`config.mk`:
```
export PLATFORM = sky130hd
export DESIGN_NAME = pi_duty_controller
export DESIGN_NICKNAME = d
export VERILOG_FILES = /design/src/rtl/temp_ctrl_pkg.sv /design/src/rtl/pi_duty_controller.sv
export SDC_FILE = /design/constraint.sdc
export NUM_CORES = 1
export LEC_CHECK = 0
export BUFFER_PORTS_ARGS = -buffer_cell sky130_fd_sc_hd__clkbuf_2
export CAP_MARGIN = 20
export CORE_MARGIN = 2
export CORE_UTILIZATION = 26
export CTS_CLUSTER_DIAMETER = 200
export CTS_CLUSTER_SIZE = 30
export DETAILED_ROUTE_END_ITERATION = 12
export MAX_ROUTING_LAYER = met4
export PLACE_DENSITY = 0.5
export SETUP_SLACK_MARGIN = 0.1
export SYNTH_ARGS = -nofsm -noshare
export SYNTH_HDL_FRONTEND = slang
export SYNTH_SLANG_ARGS = --single-unit
```
`constraint.sdc`:
```
create_clock -name clk -period 18.4 [get_ports clk]
set_clock_uncertainty 0.15 [all_clocks]
set_input_delay 3.68 -clock clk [delete_from_list [all_inputs] [get_ports clk]]
set_output_delay 3.68 -clock clk [all_outputs]
set_load 0.005 [all_outputs]
```
`src/rtl/temp_ctrl_pkg.sv`:
```
// Shared definitions for the temperature control loops.
// Holds the controller FSM state type, duty/integrator widths and limits, and
// the saturation/clamp helpers used by the PI datapath.
package temp_ctrl_pkg;

    typedef enum logic [2:0] {
        StIdle,
        StErr,
        StMul,
        StAcc,
        StOut
    } ctrl_state_e;

    localparam int unsigned DUTY_W = 16;
    localparam logic [DUTY_W-1:0] DUTY_MAX = 16'hFFFF;

    localparam int unsigned INTEG_W = 32;
    localparam logic signed [INTEG_W-1:0] INTEG_MAX = 32'sh7FFF_FFFF;
    localparam logic signed [INTEG_W-1:0] INTEG_MIN = 32'sh8000_0000;

    // Working width for integrator and final sums (two guard bits over INTEG_W).
    localparam int unsigned ACC_W = INTEG_W + 2;

    // Saturate an ACC_W signed value to the signed integrator range.
    function automatic logic signed [INTEG_W-1:0] sat_integ(
        input logic signed [ACC_W-1:0] x
    );
        logic [ACC_W-INTEG_W:0] top;
        top = x[ACC_W-1:INTEG_W-1];
        if (top == '0 || top == '1) begin
            return $signed(x[INTEG_W-1:0]);
        end else if (x[ACC_W-1]) begin
            return INTEG_MIN;
        end else begin
            return INTEG_MAX;
        end
    endfunction

    // Clamp an ACC_W signed value to the unsigned duty range [0, DUTY_MAX].
    function automatic logic [DUTY_W-1:0] clamp_duty(input logic signed [ACC_W-1:0] x);
        if (x[ACC_W-1]) begin
            return '0;
        end else if (|x[ACC_W-2:DUTY_W]) begin
            return DUTY_MAX;
        end else begin
            return x[DUTY_W-1:0];
        end
    endfunction

endpackage

```
`src/rtl/pi_duty_controller.sv`:
```
// PI controller producing a saturated 16-bit heater duty word.
// Ports:
//   clk, reset        - system clock, asynchronous active-high reset
//   enable            - loop enable, latched with each sample
//   sample_valid      - strobe qualifying temp/setpoint
//   temp, setpoint    - unsigned temperature codes
//   duty              - registered duty word for the PWM stage
//   duty_valid        - one-cycle pulse when duty was updated
//   busy              - computation in flight
//   overrun           - registered pulse for a strobe dropped while busy
module pi_duty_controller
    import temp_ctrl_pkg::*;
#(
    parameter int unsigned TEMP_W = 12,
    parameter logic [15:0] KP     = 16'd256,
    parameter logic [15:0] KI     = 16'd16,
    parameter int unsigned FRAC   = 8
) (
    input  logic              clk,
    input  logic              reset,
    input  logic              enable,
    input  logic              sample_valid,
    input  logic [TEMP_W-1:0] temp,
    input  logic [TEMP_W-1:0] setpoint,
    output logic [DUTY_W-1:0] duty,
    output logic              duty_valid,
    output logic              busy,
    output logic              overrun
);

    localparam int unsigned ERR_W  = TEMP_W + 1;
    localparam int unsigned PROD_W = TEMP_W + 17;

    ctrl_state_e               state_q, state_d;
    logic [TEMP_W-1:0]         temp_q, temp_d;
    logic [TEMP_W-1:0]         setpoint_q, setpoint_d;
    logic                      en_q, en_d;
    logic signed [ERR_W-1:0]   err_q, err_d;
    logic signed [PROD_W-1:0]  p_q, p_d;
    logic signed [PROD_W-1:0]  i_inc_q, i_inc_d;
    logic [DUTY_W-1:0]         duty_acc_q, duty_acc_d;
    logic signed [INTEG_W-1:0] integ_acc_q, integ_acc_d;
    logic [DUTY_W-1:0]         duty_q, duty_d;
    logic signed [INTEG_W-1:0] integ_q, integ_d;
    logic                      duty_valid_q, duty_valid_d;
    logic                      overrun_q, overrun_d;

    // Datapath
    logic signed [ERR_W-1:0]   err_calc;
    logic signed [PROD_W-1:0]  p_calc, i_inc_calc;
    logic signed [ACC_W-1:0]   p_ext, i_inc_ext, integ_ext, integ_sum, integ_c_ext, sum, u;
    logic signed [INTEG_W-1:0] integ_c;
    logic                      u_hi, u_lo, err_pos, err_neg, hold_integ;

    assign err_calc    = {1'b0, setpoint_q} - {1'b0, temp_q};
    assign p_calc      = $signed({1'b0, KP}) * err_q;
    assign i_inc_calc  = $signed({1'b0, KI}) * err_q;

    assign p_ext       = {{(ACC_W - PROD_W){p_q[PROD_W-1]}}, p_q};
    assign i_inc_ext   = {{(ACC_W - PROD_W){i_inc_q[PROD_W-1]}}, i_inc_q};
    assign integ_ext   = {{(ACC_W - INTEG_W){integ_q[INTEG_W-1]}}, integ_q};
    assign integ_sum   = i_inc_ext + integ_ext;
    assign integ_c     = sat_integ(integ_sum);
    assign integ_c_ext = {{(ACC_W - INTEG_W){integ_c[INTEG_W-1]}}, integ_c};
    assign sum         = p_ext + integ_c_ext;
    assign u           = sum >>> FRAC;

    assign u_lo        = u[ACC_W-1];
    assign u_hi        = !u[ACC_W-1] && (|u[ACC_W-2:DUTY_W]);
    assign err_neg     = err_q[ERR_W-1];
    assign err_pos     = !err_q[ERR_W-1] && (|err_q);
    // Anti-windup: freeze the integrator while it would push further into a rail.
    assign hold_integ  = (u_hi && err_pos) || (u_lo && err_neg);

    always_comb begin
        state_d      = state_q;
        temp_d       = temp_q;
        setpoint_d   = setpoint_q;
        en_d         = en_q;
        err_d        = err_q;
        p_d          = p_q;
        i_inc_d      = i_inc_q;
        duty_acc_d   = duty_acc_q;
        integ_acc_d  = integ_acc_q;
        duty_d       = duty_q;
        integ_d      = integ_q;
        duty_valid_d = 1'b0;
        overrun_d    = sample_valid && (state_q != StIdle);

        unique case (state_q)
            StIdle: begin
                if (sample_valid) begin
                    temp_d     = temp;
                    setpoint_d = setpoint;
                    en_d       = enable;
                    state_d    = StErr;
                end
            end
            StErr: begin
                err_d   = err_calc;
                state_d = StMul;
            end
            StMul: begin
                p_d     = p_calc;
                i_inc_d = i_inc_calc;
                state_d = StAcc;
            end
            StAcc: begin
                duty_acc_d  = clamp_duty(u);
                integ_acc_d = hold_integ ? integ_q : integ_c;
                state_d     = StOut;
            end
            StOut: begin
                duty_d       = en_q ? duty_acc_q : '0;
                integ_d      = en_q ? integ_acc_q : '0;
                duty_valid_d = 1'b1;
                state_d      = StIdle;
            end
            default: state_d = StIdle;
        endcase
    end

    always_ff @(posedge clk or posedge reset) begin
        if (reset) begin
            state_q      <= StIdle;
            temp_q       <= '0;
            setpoint_q   <= '0;
            en_q         <= 1'b0;
            err_q        <= '0;
            p_q          <= '0;
            i_inc_q      <= '0;
            duty_acc_q   <= '0;
            integ_acc_q  <= '0;
            duty_q       <= '0;
            integ_q      <= '0;
            duty_valid_q <= 1'b0;
            overrun_q    <= 1'b0;
        end else begin
            state_q      <= state_d;
            temp_q       <= temp_d;
            setpoint_q   <= setpoint_d;
            en_q         <= en_d;
            err_q        <= err_d;
            p_q          <= p_d;
            i_inc_q      <= i_inc_d;
            duty_acc_q   <= duty_acc_d;
            integ_acc_q  <= integ_acc_d;
            duty_q       <= duty_d;
            integ_q      <= integ_d;
            duty_valid_q <= duty_valid_d;
            overrun_q    <= overrun_d;
        end
    end

    assign duty       = duty_q;
    assign duty_valid = duty_valid_q;
    assign busy       = (state_q != StIdle);
    assign overrun    = overrun_q;

endmodule

```
* Yosys cells after proc, flatten, opt, wreduce, memory -nomap -nowiden
Index checks and enable logic that the tools add are counted.
Operators by class: equality and inequality tests 6, reductions and logical operators 15, add/subtract/negate cells 3, multiplexer cells 10
Operators with widths (count):
- $mux W32 | 4
- $mux W16 | 3
- $add A17 B32 Y33 | 1
- $add A21 B32 Y33 | 1
- $reduce_or A13 Y1 | 1
- $sub A12 B12 Y13 | 1
- $pmux W3 S4 | 1
- $reduce_or A10 Y1 | 1
- $eq A3 B2 Y1 const B | 2
- $eq A3 B3 Y1 const B | 2
- $logic_not A3 Y1 | 2
- $logic_and A1 B1 Y1 | 5
- $eq A3 B1 Y1 const B | 1
- $mux W3 | 1
- $reduce_bool A3 Y1 | 1
- $logic_not A1 Y1 | 2
- $logic_or A1 B1 Y1 | 2
- $ne A2 B2 Y1 const B | 1
- $reduce_and A2 Y1 | 1
- $mux W1 | 1
Word-level totals: input port bits 28, output and inout bits 19, logic and storage cells 47, register bits after elaboration 165

* Depth between registers and ports, before layout
depth in word-level cells 10, depth in mapped cells 28, mapped depth without buffers 24

* Worst setup path before layout
Ideal clock, no wire load.
path type reg2reg, start point register, netlist name i_inc_q[16], end point register integ_acc_q[17], slack 11.626 ns, stages on the path, launching flop included 27, required time 18.109 ns, buffers on the path 5, data arrival time 6.483 ns, period minus slack after synthesis 6.774 ns, cell sequence dfrtp_1 > ha_1 > clkbuf_1 > and4_1 > and3_1 > and3_1 > a221o_1 > a31oi_1 > mux2i_1 > clkbuf_1 > o21a_1 > ha_1 > inv_1 > fa_1 > nand2b_1 > a21o_1 > a311oi_4 > a31oi_1 > or4_1 > a31o_1 > buf_6 > a31o_1 > a211oi_2 > buf_4 > buf_2 > nand3b_1 > a31oi_1
Between the ends: longest elaborated chain between the ends 10, elaborated cells between the ends (all ways) 14
RTL lines:
- $add A17 B32 Y33 * | line pi_duty_controller.sv:62 | assign integ_sum = i_inc_ext + integ_ext;
- $eq A3 B3 Y1 or $logic_not A3 Y1 (tied branches) | line temp_ctrl_pkg.sv:30 | if (top == '0 || top == '1) begin
- $logic_or A1 B1 Y1 | line temp_ctrl_pkg.sv:30
- $mux W32 * | line temp_ctrl_pkg.sv:30
- $add A21 B32 Y33 | line pi_duty_controller.sv:65 | assign sum = p_ext + integ_c_ext;
- $reduce_or A10 Y1 or $logic_not A1 Y1 (tied branches) | line pi_duty_controller.sv:69 | assign u_hi = !u[ACC_W-1] && (|u[ACC_W-2:DUTY_W]);
- $logic_and A1 B1 Y1 | line pi_duty_controller.sv:69
- $logic_and A1 B1 Y1 | line pi_duty_controller.sv:73 | assign hold_integ = (u_hi && err_pos) || (u_lo && err_neg);
- $logic_or A1 B1 Y1 | line pi_duty_controller.sv:73
- $mux W32 * | line pi_duty_controller.sv:110 | integ_acc_d = hold_integ ? integ_q : integ_c;
- end signal, assigned | line pi_duty_controller.sv:147 | integ_acc_q <= integ_acc_d;
- end, declared | line pi_duty_controller.sv:42 | logic signed [INTEG_W-1:0] integ_acc_q, integ_acc_d;
Every way passes the cells marked *; elsewhere a longest branch is shown, timed or not. A chain may end at the register's enable or synchronous reset.

* Worst setup path after layout
start point register, netlist name i_inc_q[16], end point register integ_acc_q[10]
Between the ends: longest elaborated chain between the ends 10, elaborated cells between the ends (all ways) 14
RTL lines (line):
- $add A17 B32 Y33 * | pi_duty_controller.sv:62
- $eq A3 B3 Y1 or $logic_not A3 Y1 (tied branches) | temp_ctrl_pkg.sv:30
- $logic_or A1 B1 Y1 | temp_ctrl_pkg.sv:30
- $mux W32 * | temp_ctrl_pkg.sv:30
- $add A21 B32 Y33 | pi_duty_controller.sv:65
- $reduce_or A10 Y1 or $logic_not A1 Y1 (tied branches) | pi_duty_controller.sv:69
- $logic_and A1 B1 Y1 | pi_duty_controller.sv:69
- $logic_and A1 B1 Y1 | pi_duty_controller.sv:73
- $logic_or A1 B1 Y1 | pi_duty_controller.sv:73
- $mux W32 * | pi_duty_controller.sv:110
Marked as above.

==> flow_metrics.env <==
export IMPL_synthMuxAreaShare_pct=3.188
export IMPL_path_clk_slew_ps=70
export IMPL_htreeDepth=4
export IMPL_nets=1201
export IMPL_yosys_warnings=0
export IMPL_avgSynthCellArea_sq_um=8.638
export IMPL_viasPerCell=5.071
export IMPL_cts_buffer_depth=2
export IMPL_fin_ws_ps=10700
export IMPL_final_layout_size_suffix_gt1_share_pct=11.89
export IMPL_cap_viol_max_count=0
export IMPL_dp_hpwl_um=18410
export IMPL_final_common_cell="nand2_1"
export IMPL_async_reset_ff_share_pct=100.0
export IMPL_drt_total_wl_um=25970
export IMPL_syn_area_sq_um=9459
export IMPL_worstSetupPathType="reg2reg"
export IMPL_setup_violations=0
export IMPL_grt_use_met1_pct=19.08
export IMPL_row_count=69
export IMPL_cts_root_buf="clkbuf_16"
export IMPL_seq_area_frac_synth_pct=38.10
export IMPL_critPathLaunchType="flip-flop"
export IMPL_syn_to_final_growth_pct=13.13
export IMPL_max_slew_margin_pct=30.97
export IMPL_worst_pin_slew_ps=1033
export IMPL_cts_hold_buffers=0
export IMPL_drc=0
export IMPL_grt_busiest_layer="met2"
export IMPL_grt_use_met3_pct=2.429
export IMPL_outcome="completed"
export IMPL_fin_crit_sh_pct=41.87
export IMPL_rsz0062_at_grt="no"
export IMPL_reg2regPathDepth=25
export IMPL_cts_resized=0
export IMPL_synth_top_family_by_area="compound AO/OA/AOI/OAI gates"
export IMPL_core_area_sq_um=35740
export IMPL_fin_crit_ps=7705
export IMPL_worstPathArrival_ps=7820
export IMPL_synth_edf_count=0
export IMPL_ant_nets=0
export IMPL_hold_viol=0
export IMPL_yosys_area_top_type="dfrtp_1"
export IMPL_diodes=0
export IMPL_grt_pass1_vias=7915
export IMPL_die_y_um=194.7
export IMPL_dr_pass1_iters=5
export IMPL_yosys_area_share_simple_pct=17.61
export IMPL_chipWidth_um=194.7
export IMPL_wire_per_inst_um=16.44
export IMPL_hold_path_class="reg2reg"
export IMPL_io_buffers=46
export IMPL_ys_flop_type="dfrtp_1"
export IMPL_yosys_register_bits=144
export IMPL_slew_violations=0
export IMPL_multi_input_area_sq_um=5460
export IMPL_grt_overflow_total=0
export IMPL_clkSinkCount=144
export IMPL_post_cts_buffers=0
export IMPL_die_area_sq_um=37920
export IMPL_synth_fa_ha_area_share_pct=9.101
export IMPL_grt_total_usage_pct=14.53
export IMPL_gp_congestion=0.8666
export IMPL_synth_nets=1190
export IMPL_antenna_found_initial=0
export IMPL_synth_area_leaders="dfrtp_1 (38%), ha_1 (8.5%), nand2_1 (6.8%)"
export IMPL_grt_pass1_wl_um=42990
export IMPL_first_iter_violations=448
export IMPL_cp_end_kind="flip-flop"
export IMPL_grt_start_max_net_pins=88
export IMPL_crit_required_ps=18510
export IMPL_crit_fanout=56
export IMPL_synth_top_cell_area_share_pct=38.10
export IMPL_synth_xor_area_share_pct=3.426
export IMPL_ff_latch_area_sq_um=3603
export IMPL_initial_utilization_pct=26.47
export IMPL_max_freq_mhz=129.8
export IMPL_vias=8012
export IMPL_pre_cts_ws_ps=10770
export IMPL_io_pins=47
export IMPL_clock_latency_ps=440
export IMPL_met2_usage_pct=22.81
export IMPL_layout_common_cells="nand2_1 (171), dfrtp_1 (144), o21ai_0 (125)"
export IMPL_setup_tns_final_ps=0
export IMPL_synth_compound_area_share_pct=24.18
export IMPL_whs_path_depth=2
export IMPL_netlist_instances=1095
export IMPL_synthDistinctLibCells=69
export IMPL_fill_cells=3883
export IMPL_numCtsBuffers=17
export IMPL_cts_tree="built"
-- final timing paths --
check | start | endpoint | slack (ps)
worst max-delay path | i_inc_q[16] | integ_acc_q[10] | 10700
worst min-delay path | duty[0] | duty[0] | 330
worst max register to register | i_inc_q[16] | integ_acc_q[10] | 10700
worst min register to register | duty[0] | duty[0] | 330
max in group asynchronous | reset | integ_q[27] | 13450
min in group asynchronous | reset | temp_q[0] | 3200
-- cell usage after synthesis, types with 10 or more instances --
library cell  instances
clkbuf_1             55
nand2_1             172
inv_1                35
nand3b_1             24
dfrtp_1             144
o21a_1               28
o31ai_1              24
mux2_2               25
o211ai_1             13
and3_1               11
nand3_1              19
nor2_1               68
xnor2_1              21
a21o_1               23
a31oi_1              28
o21ai_0             125
ha_1                 64
a21oi_1              59
nor3_1               10
xor2_1               16
-- final cells by class --
cell class / count / share of cell area (%)
multi-input cells: 849 / 51.02
repair buffers: 58 / 3.028
clock inverters: 15 / 1.602
inverters: 36 / 1.309
clock buffers: 17 / 3.975
well taps: 461 / 5.390
flip-flops and latches: 144 / 33.67
-- stage by stage --
stage	util, %	instance area, sq um	std cells	hold slack [ps]
final	29.94	10700	1580	326.6
after global routing	29.94	10700	1580	350.9
after CTS	29.94	10700	1580	334.0
after detailed placement	28.27	10100	1548	319.2
after global placement	28.24	10090	1547	312.8
after floorplan	-	9459	1095	298.8
-- cell families (layout without fill, tap and decap cells) --
| group | after synthesis | after routing |
|---|---|---|
| AO/OA/AOI/OAI | 361 | 361 |
| AND/OR/NAND/NOR | 357 | 357 |
| flip-flops | 144 | 144 |
| buffers and inverters | 102 | 126 |
| adder cells (fa/ha/maj) | 67 | 67 |
| XOR/XNOR | 37 | 37 |
| multiplexers | 27 | 27 |
-- registers in the layout (all words and copies together), names as in the netlist, 3 cells and up --
name         cells
err_q           13
integ_acc_q     28
state_q          3
integ_q         28
duty_acc_q      16
duty            16
i_inc_q         13
setpoint_q      12
temp_q          12
-- layer usage --
metal | vias to the layer above | wire length (um)
met1 | 3881 | 12710
met2 | 122 | 11950
met5 | - | 0
met4 | 0 | 575
met3 | 30 | 728
li1 | 3979 | -
-- critical path, stage by stage (launching register included) --
cell and delay [ps]:
dfrtp_1 740, ha_1 470, a21o_1 240, a311oi_1 390, o21ai_0 170, a221o_1 370
a31oi_1 300, nand2_1 120, a21oi_2 150, buf_4 320, o21a_1 220, ha_1 180
inv_1 60, fa_1 380, nand2b_1 190, a21o_1 220, a311oi_4 320, a31oi_1 190
or4_1 540, a31o_1 230, buf_4 220, a31o_1 300, a211oi_4 220, buf_4 470
nand3b_1 180, a31oi_1 120
Power is not shown: default switching activity piles up to over one toggle a cycle in this logic, so the estimate is an artifact.
